**src/rtl/cr_prefix_pf_pack.sv**
```systemverilog
// Prefix-output buffer: an entry FIFO fed by the REC micro-sequencer, drained in order
// into little-endian 64-bit beats presented on a valid/ready output.
module cr_prefix_pf_pack #(
  parameter int DEPTH     = 16,
  parameter int AFULL_LVL = 4,
  localparam int PTR_W    = $clog2(DEPTH),
  localparam int CNT_W    = PTR_W + 1
) (
  input  logic             clk,
  input  logic             rst,
  input  logic             rec_us_prefix_valid,
  input  logic [8:0]       rec_us_pf_datain,
  output logic             pf_full,
  output logic             pf_afull,
  output logic             pf_ob_valid,
  input  logic             pf_ob_ready,
  output logic [63:0]      pf_ob_data,
  output logic [3:0]       pf_ob_bytes,
  output logic             pf_ob_last,
  output logic             pf_overflow,
  output logic [CNT_W-1:0] pf_count
);

  typedef enum logic {FILL = 1'b0, SEND = 1'b1} state_t;

  state_t             state_q, state_d;
  logic [8:0]         mem_q [DEPTH];
  logic [PTR_W-1:0]   wr_ptr_q, rd_ptr_q;
  logic [CNT_W-1:0]   count_q, count_d;
  logic [63:0]        lanes_q, lanes_d;
  logic [2:0]         byte_idx_q, byte_idx_d;
  logic               ob_valid_q, ob_valid_d;
  logic [63:0]        ob_data_q, ob_data_d;
  logic [3:0]         ob_bytes_q, ob_bytes_d;
  logic               ob_last_q, ob_last_d;
  logic               ovf_q;
  logic               push_s, pop_s;
  logic [8:0]         head_s;

  // Back-pressure looks only at the registered count; a same-cycle pop never frees a slot.
  assign pf_full  = (count_q == CNT_W'(DEPTH));
  assign pf_afull = (count_q >= CNT_W'(DEPTH - AFULL_LVL));
  assign push_s   = rec_us_prefix_valid && !pf_full;
  assign head_s   = mem_q[rd_ptr_q];

  assign pf_ob_valid = ob_valid_q;
  assign pf_ob_data  = ob_data_q;
  assign pf_ob_bytes = ob_bytes_q;
  assign pf_ob_last  = ob_last_q;
  assign pf_overflow = ovf_q;
  assign pf_count    = count_q;

  always_comb begin
    state_d    = state_q;
    lanes_d    = lanes_q;
    byte_idx_d = byte_idx_q;
    ob_valid_d = ob_valid_q;
    ob_data_d  = ob_data_q;
    ob_bytes_d = ob_bytes_q;
    ob_last_d  = ob_last_q;
    pop_s      = 1'b0;
    case (state_q)
      FILL: begin
        if (count_q != '0) begin
          pop_s = 1'b1;
          lanes_d[{byte_idx_q, 3'b000} +: 8] = head_s[7:0];
          if (head_s[8] || (byte_idx_q == 3'd7)) begin
            ob_valid_d = 1'b1;
            ob_data_d  = lanes_d;
            ob_bytes_d = {1'b0, byte_idx_q} + 4'd1;
            ob_last_d  = head_s[8];
            state_d    = SEND;
          end else begin
            byte_idx_d = byte_idx_q + 3'd1;
          end
        end else begin
          state_d = FILL;
        end
      end
      SEND: begin
        if (pf_ob_ready) begin
          lanes_d    = 64'd0;
          byte_idx_d = 3'd0;
          ob_valid_d = 1'b0;
          ob_data_d  = 64'd0;
          ob_bytes_d = 4'd0;
          ob_last_d  = 1'b0;
          state_d    = FILL;
        end else begin
          state_d = SEND;
        end
      end
      default: state_d = FILL;
    endcase

    case ({push_s, pop_s})
      2'b10:   count_d = count_q + CNT_W'(1);
      2'b01:   count_d = count_q - CNT_W'(1);
      default: count_d = count_q;
    endcase
  end

  always_ff @(posedge clk) begin
    if (rst) begin
      state_q    <= FILL;
      wr_ptr_q   <= '0;
      rd_ptr_q   <= '0;
      count_q    <= '0;
      lanes_q    <= 64'd0;
      byte_idx_q <= 3'd0;
      ob_valid_q <= 1'b0;
      ob_data_q  <= 64'd0;
      ob_bytes_q <= 4'd0;
      ob_last_q  <= 1'b0;
      ovf_q      <= 1'b0;
    end else begin
      state_q    <= state_d;
      wr_ptr_q   <= push_s ? wr_ptr_q + PTR_W'(1) : wr_ptr_q;
      rd_ptr_q   <= pop_s  ? rd_ptr_q + PTR_W'(1) : rd_ptr_q;
      count_q    <= count_d;
      lanes_q    <= lanes_d;
      byte_idx_q <= byte_idx_d;
      ob_valid_q <= ob_valid_d;
      ob_data_q  <= ob_data_d;
      ob_bytes_q <= ob_bytes_d;
      ob_last_q  <= ob_last_d;
      ovf_q      <= ovf_q | (rec_us_prefix_valid & pf_full);
    end
  end

  // Entry storage carries no reset; only pointers and count define its contents.
  always_ff @(posedge clk) begin
    if (push_s) begin
      mem_q[wr_ptr_q] <= rec_us_pf_datain;
    end
  end

endmodule

```
**config.mk**
```make
export PLATFORM = sky130hd
export DESIGN_NAME = cr_prefix_pf_pack
export DESIGN_NICKNAME = d
export VERILOG_FILES = /design/src/rtl/cr_prefix_pf_pack.sv
export SDC_FILE = /design/constraint.sdc
export NUM_CORES = 1
export LEC_CHECK = 0
export ABC_AREA = 1
export ABC_CLOCK_PERIOD_IN_PS = 2750
export CAP_MARGIN = 5
export CORE_MARGIN = 5
export CORE_UTILIZATION = 50
export CTS_CLUSTER_SIZE = 10
export DETAILED_ROUTE_END_ITERATION = 7
export GPL_ROUTABILITY_DRIVEN = 0
export PLACE_DENSITY = 0.69
export RECOVER_POWER = 25
export SETUP_SLACK_MARGIN = 0.05
export SLEW_MARGIN = 20
export SYNTH_ARGS = -nofsm -noshare
export SYNTH_HDL_FRONTEND = slang
export SYNTH_SLANG_ARGS = --single-unit
```
**constraint.sdc**
```tcl
create_clock -name clk -period 2.75 [get_ports clk]
set_clock_uncertainty 0.2 [all_clocks]
set_input_delay 0.55 -clock clk [delete_from_list [all_inputs] [get_ports clk]]
set_output_delay 0.55 -clock clk [all_outputs]
set_load 0.03 [all_outputs]
```
==> impl_results.md <==
- Status: complete, no violations
- Setup violators final: 0
- Least-Margin Pin Slew: approximately 0.84 ns
- Area leader, netlist: edfxtp_1
- Synth Instances: 1524
- Width of the chip: 171.8 um
- First-pass GRT wire length: 51220 um
- Share of cells above drive strength 1: 0.09369
- Kind of critical path: register to register
- Layout Nets: 1640
- Power density over the cells: between 1000 and 1500 nW/um2
- CTS buffer count: 36
- DRC viols: 0
- Total routed wirelength: 31430 um
- Slowest CP cell: dfxtp_1
- CTS Hold Bufs: 0
- Initial antenna violation count: 0
- CTS tree: built
- Worst setup EP type: register
- CP Max Fanout: 10
- Tot GR Track Use: 0.2151
- Reg clk slew, reported paths: 0.05 ns
- H-tree depth: 2
- Worst Setup SP: pf_count[2]$_SDFFE_PP0P_
- Most common cell after layout, fill and taps aside: nor2_1
- Placed cells: about 1900
- Fmax: between 400 and 500 MHz
- Final hold violation count: 0
- R2r endpoint: pf_count[4]$_SDFFE_PP0P_
- WP buf/inv: 2
- Top Ports: 91
- CTS Root Cell: clkbuf_16
- FP Rows: 59
- Fin Setup TNS: 0 ns
- Post-route insts no fill: 1968
- Initial Utilization: 0.5052
- Mapped Area: 13090 um2
- Highest-count cells in the layout ignoring fill and taps: nor2_1, nand2_1, o21ai_0
- Post-route cell area: 15480 um2
- Via density: 5.287
- Most common cell on crit path: nand2_1
- Pre-CTS setup slack: 0.2062 ns
- Design Power: 17.84 mW
- DRT Pass-1 Iters: 5
- Worst Path Required: 2.99 ns
- Drt wl/cell: 15.97 um
- Hold_sp: pf_overflow$_SDFF_PP0_
- Seq/Total Area, Yosys: 0.5689
- Worst-Skew Late Latency: 0.51 ns
- Drt first-iter violations: 889
- CP Data Arrival Time: 2.67 ns
- Setup ws final: around 0.31 ns
- Post-route ant nets: 0
- Synth area leaders: edfxtp_1, dfxtp_1, nor2_1, nand2_1, o21ai_0
- Post-layout util: 0.5974
- Worst Hold Endpoint: pf_overflow$_SDFF_PP0_
- Die height: 171.8 um
- Post-DP Area: 14460 um2
- RSZ-0062 raised after global routing: false
- DP Wirelength: 19890 um
- Worst hold-check path type: register to register
- Synth-to-layout area growth: 18.25%
- Yosys cell types: 28
- Final period util: 0.8856
- Die ar.: 29520 um2
- Synth top area share: 0.3303
- Clock Tree Buf Depth: 3
- Layout fillers: 2198
- Max-cap viol count: 0
- Reg2reg start: pf_count[2]$_SDFFE_PP0P_
- CP top delay family: simple AND/OR/NAND/NOR gates
- Reg2reg setup slack: 0.31 ns
- Number of global-route vias before repair: 9846
- Syn. warnings: 0
- Slew Viols, Final: 0
- CP Cell Sequence: nor2_1 -> nand3_1 -> nand2_1 -> inv_2 -> ha_1 -> xor2_1 -> ha_1 -> inv_1 -> nand2_1 -> nand2_1 -> nand2_1 -> nand2_1 -> nand2_1 -> nand2_1 -> a21oi_1
- Leakage: 5.967 nW
- Port Buf Inserts: 90
- Slew headroom: 0.4414
- Startpoint types: register
- Hold_ws: 0.2745 ns
- Grt total ovfl: 0
- CTS sink cnt: 300
- Max VDD drop: between 800 and 900 uV
- Hold Path Stages: 2
- Crit-path max cell delay: between 0.4 and 0.5 ns
- Final Critical Period: 2.435 ns
- Largest net degree at the start of global routing: approximately 90
- Syn avg cell area: 8.589 um2
- Seq cells post-synth: 300
- Ant. Diodes: 0
- DR vias: around 10000
- Area of the core: 25910 um2
- Synth Net Count: 1552
- Cell count of the worst reg-to-reg path: 15
[worst max-delay path by stage]
stage          slack, ns  cells after the start                     endpoint
6_report            0.31                     15     pf_count[4]$_SDFFE_PP0P_
3_3_place_gp        0.24                     13     pf_count[4]$_SDFFE_PP0P_
5_1_grt             0.09                     15     pf_count[4]$_SDFFE_PP0P_
3_5_place_dp        0.21                     10     pf_count[2]$_SDFFE_PP0P_
4_1_cts             0.09                      4                      pf_full
2_1_floorplan       0.35                     12  pf_ob_data[22]$_SDFFE_PP0P_
[tightest hold or removal path: cells and delay by family, from the launching register on]
| kind | cells | cell delay [ns] |
|---|---|---|
| flops | 1 | 0.33 |
| simple gates | 1 | 0.07 |
| compound gates | 1 | 0.04 |
[layer usage]
metal | part of all wire | global-route usage | up-vias
li1 | - | - | 5223
met4 | 0.017 | 0.05058 | 0
met2 | 0.46 | 0.3489 | 267
met3 | 0.060 | 0.03723 | 54
met1 | 0.46 | 0.3043 | 4860
met5 | 0 | 0 | -
[flip-flops by register name, indices dropped and copies added, names as in the netlist, named ones only]
| register | flops |
|---|---|
| mem_q | 144 |
| lanes_q | 64 |
| pf_ob_data | 64 |
| pf_count | 5 |
| pf_ob_bytes | 4 |
| rd_ptr_q | 4 |
| wr_ptr_q | 4 |
| byte_idx_q | 3 |
| pf_ob_last | 1 |
| pf_ob_valid | 1 |
| pf_overflow | 1 |
| state_q | 1 |
[layout make-up]
type / instances / area [um2] / share of cell area
Sequential cell: 300 / 7450 / 0.4813
Multi-Input combinational cell: 1017 / 4767 / 0.3080
Timing Repair Buffer: 142 / 1389 / 0.08973
Clock buffer: 55 / 993.5 / 0.06418
Inverter: 115 / 432.9 / 0.02797
Tap cell: 335 / 419.2 / 0.02708
Clock inverter: 4 / 27.53 / 0.001778
[timing repair]
action                     CTS  global route
resized for setup            1             2
setup endpoints to repair    1             4
buffers inserted             0             0
[synth_stat cells (all sizes together)]
master  count
clkbuf     47
a31o        1
inv       111
nand2     264
o211ai     10
o21ai     162
nor3        9
nor2      295
buf        45
nand3     116
clkinv      4
dfxtp     156
nand4       7
xnor2       1
ha         15
edfxtp    144
xor2        4
a21oi     133
[logic make-up (layout without fill, tap and decap cells)]
kind of cell	count (synthesis)	after routing	share of synthesized area
AND/OR/NAND/NOR	691	691	0.2170
XOR/XNOR	5	5	0.003345
AO/OA/AOI/OAI	306	306	0.1284
flip-flops	300	300	0.5689
adder cells (fa/ha/maj)	15	15	0.01434
buffers and inverters	207	316	0.06806
[report_power, final]
| part | internal, mW | switching, mW | total, mW |
|---|---|---|---|
| clock | 2.48 | 1.72 | 4.19 |
| combinational | 2.60 | 5.21 | 7.81 |
| sequential | 5.44 | 0.391 | 5.84 |
(Power assumes the default switching activity.)
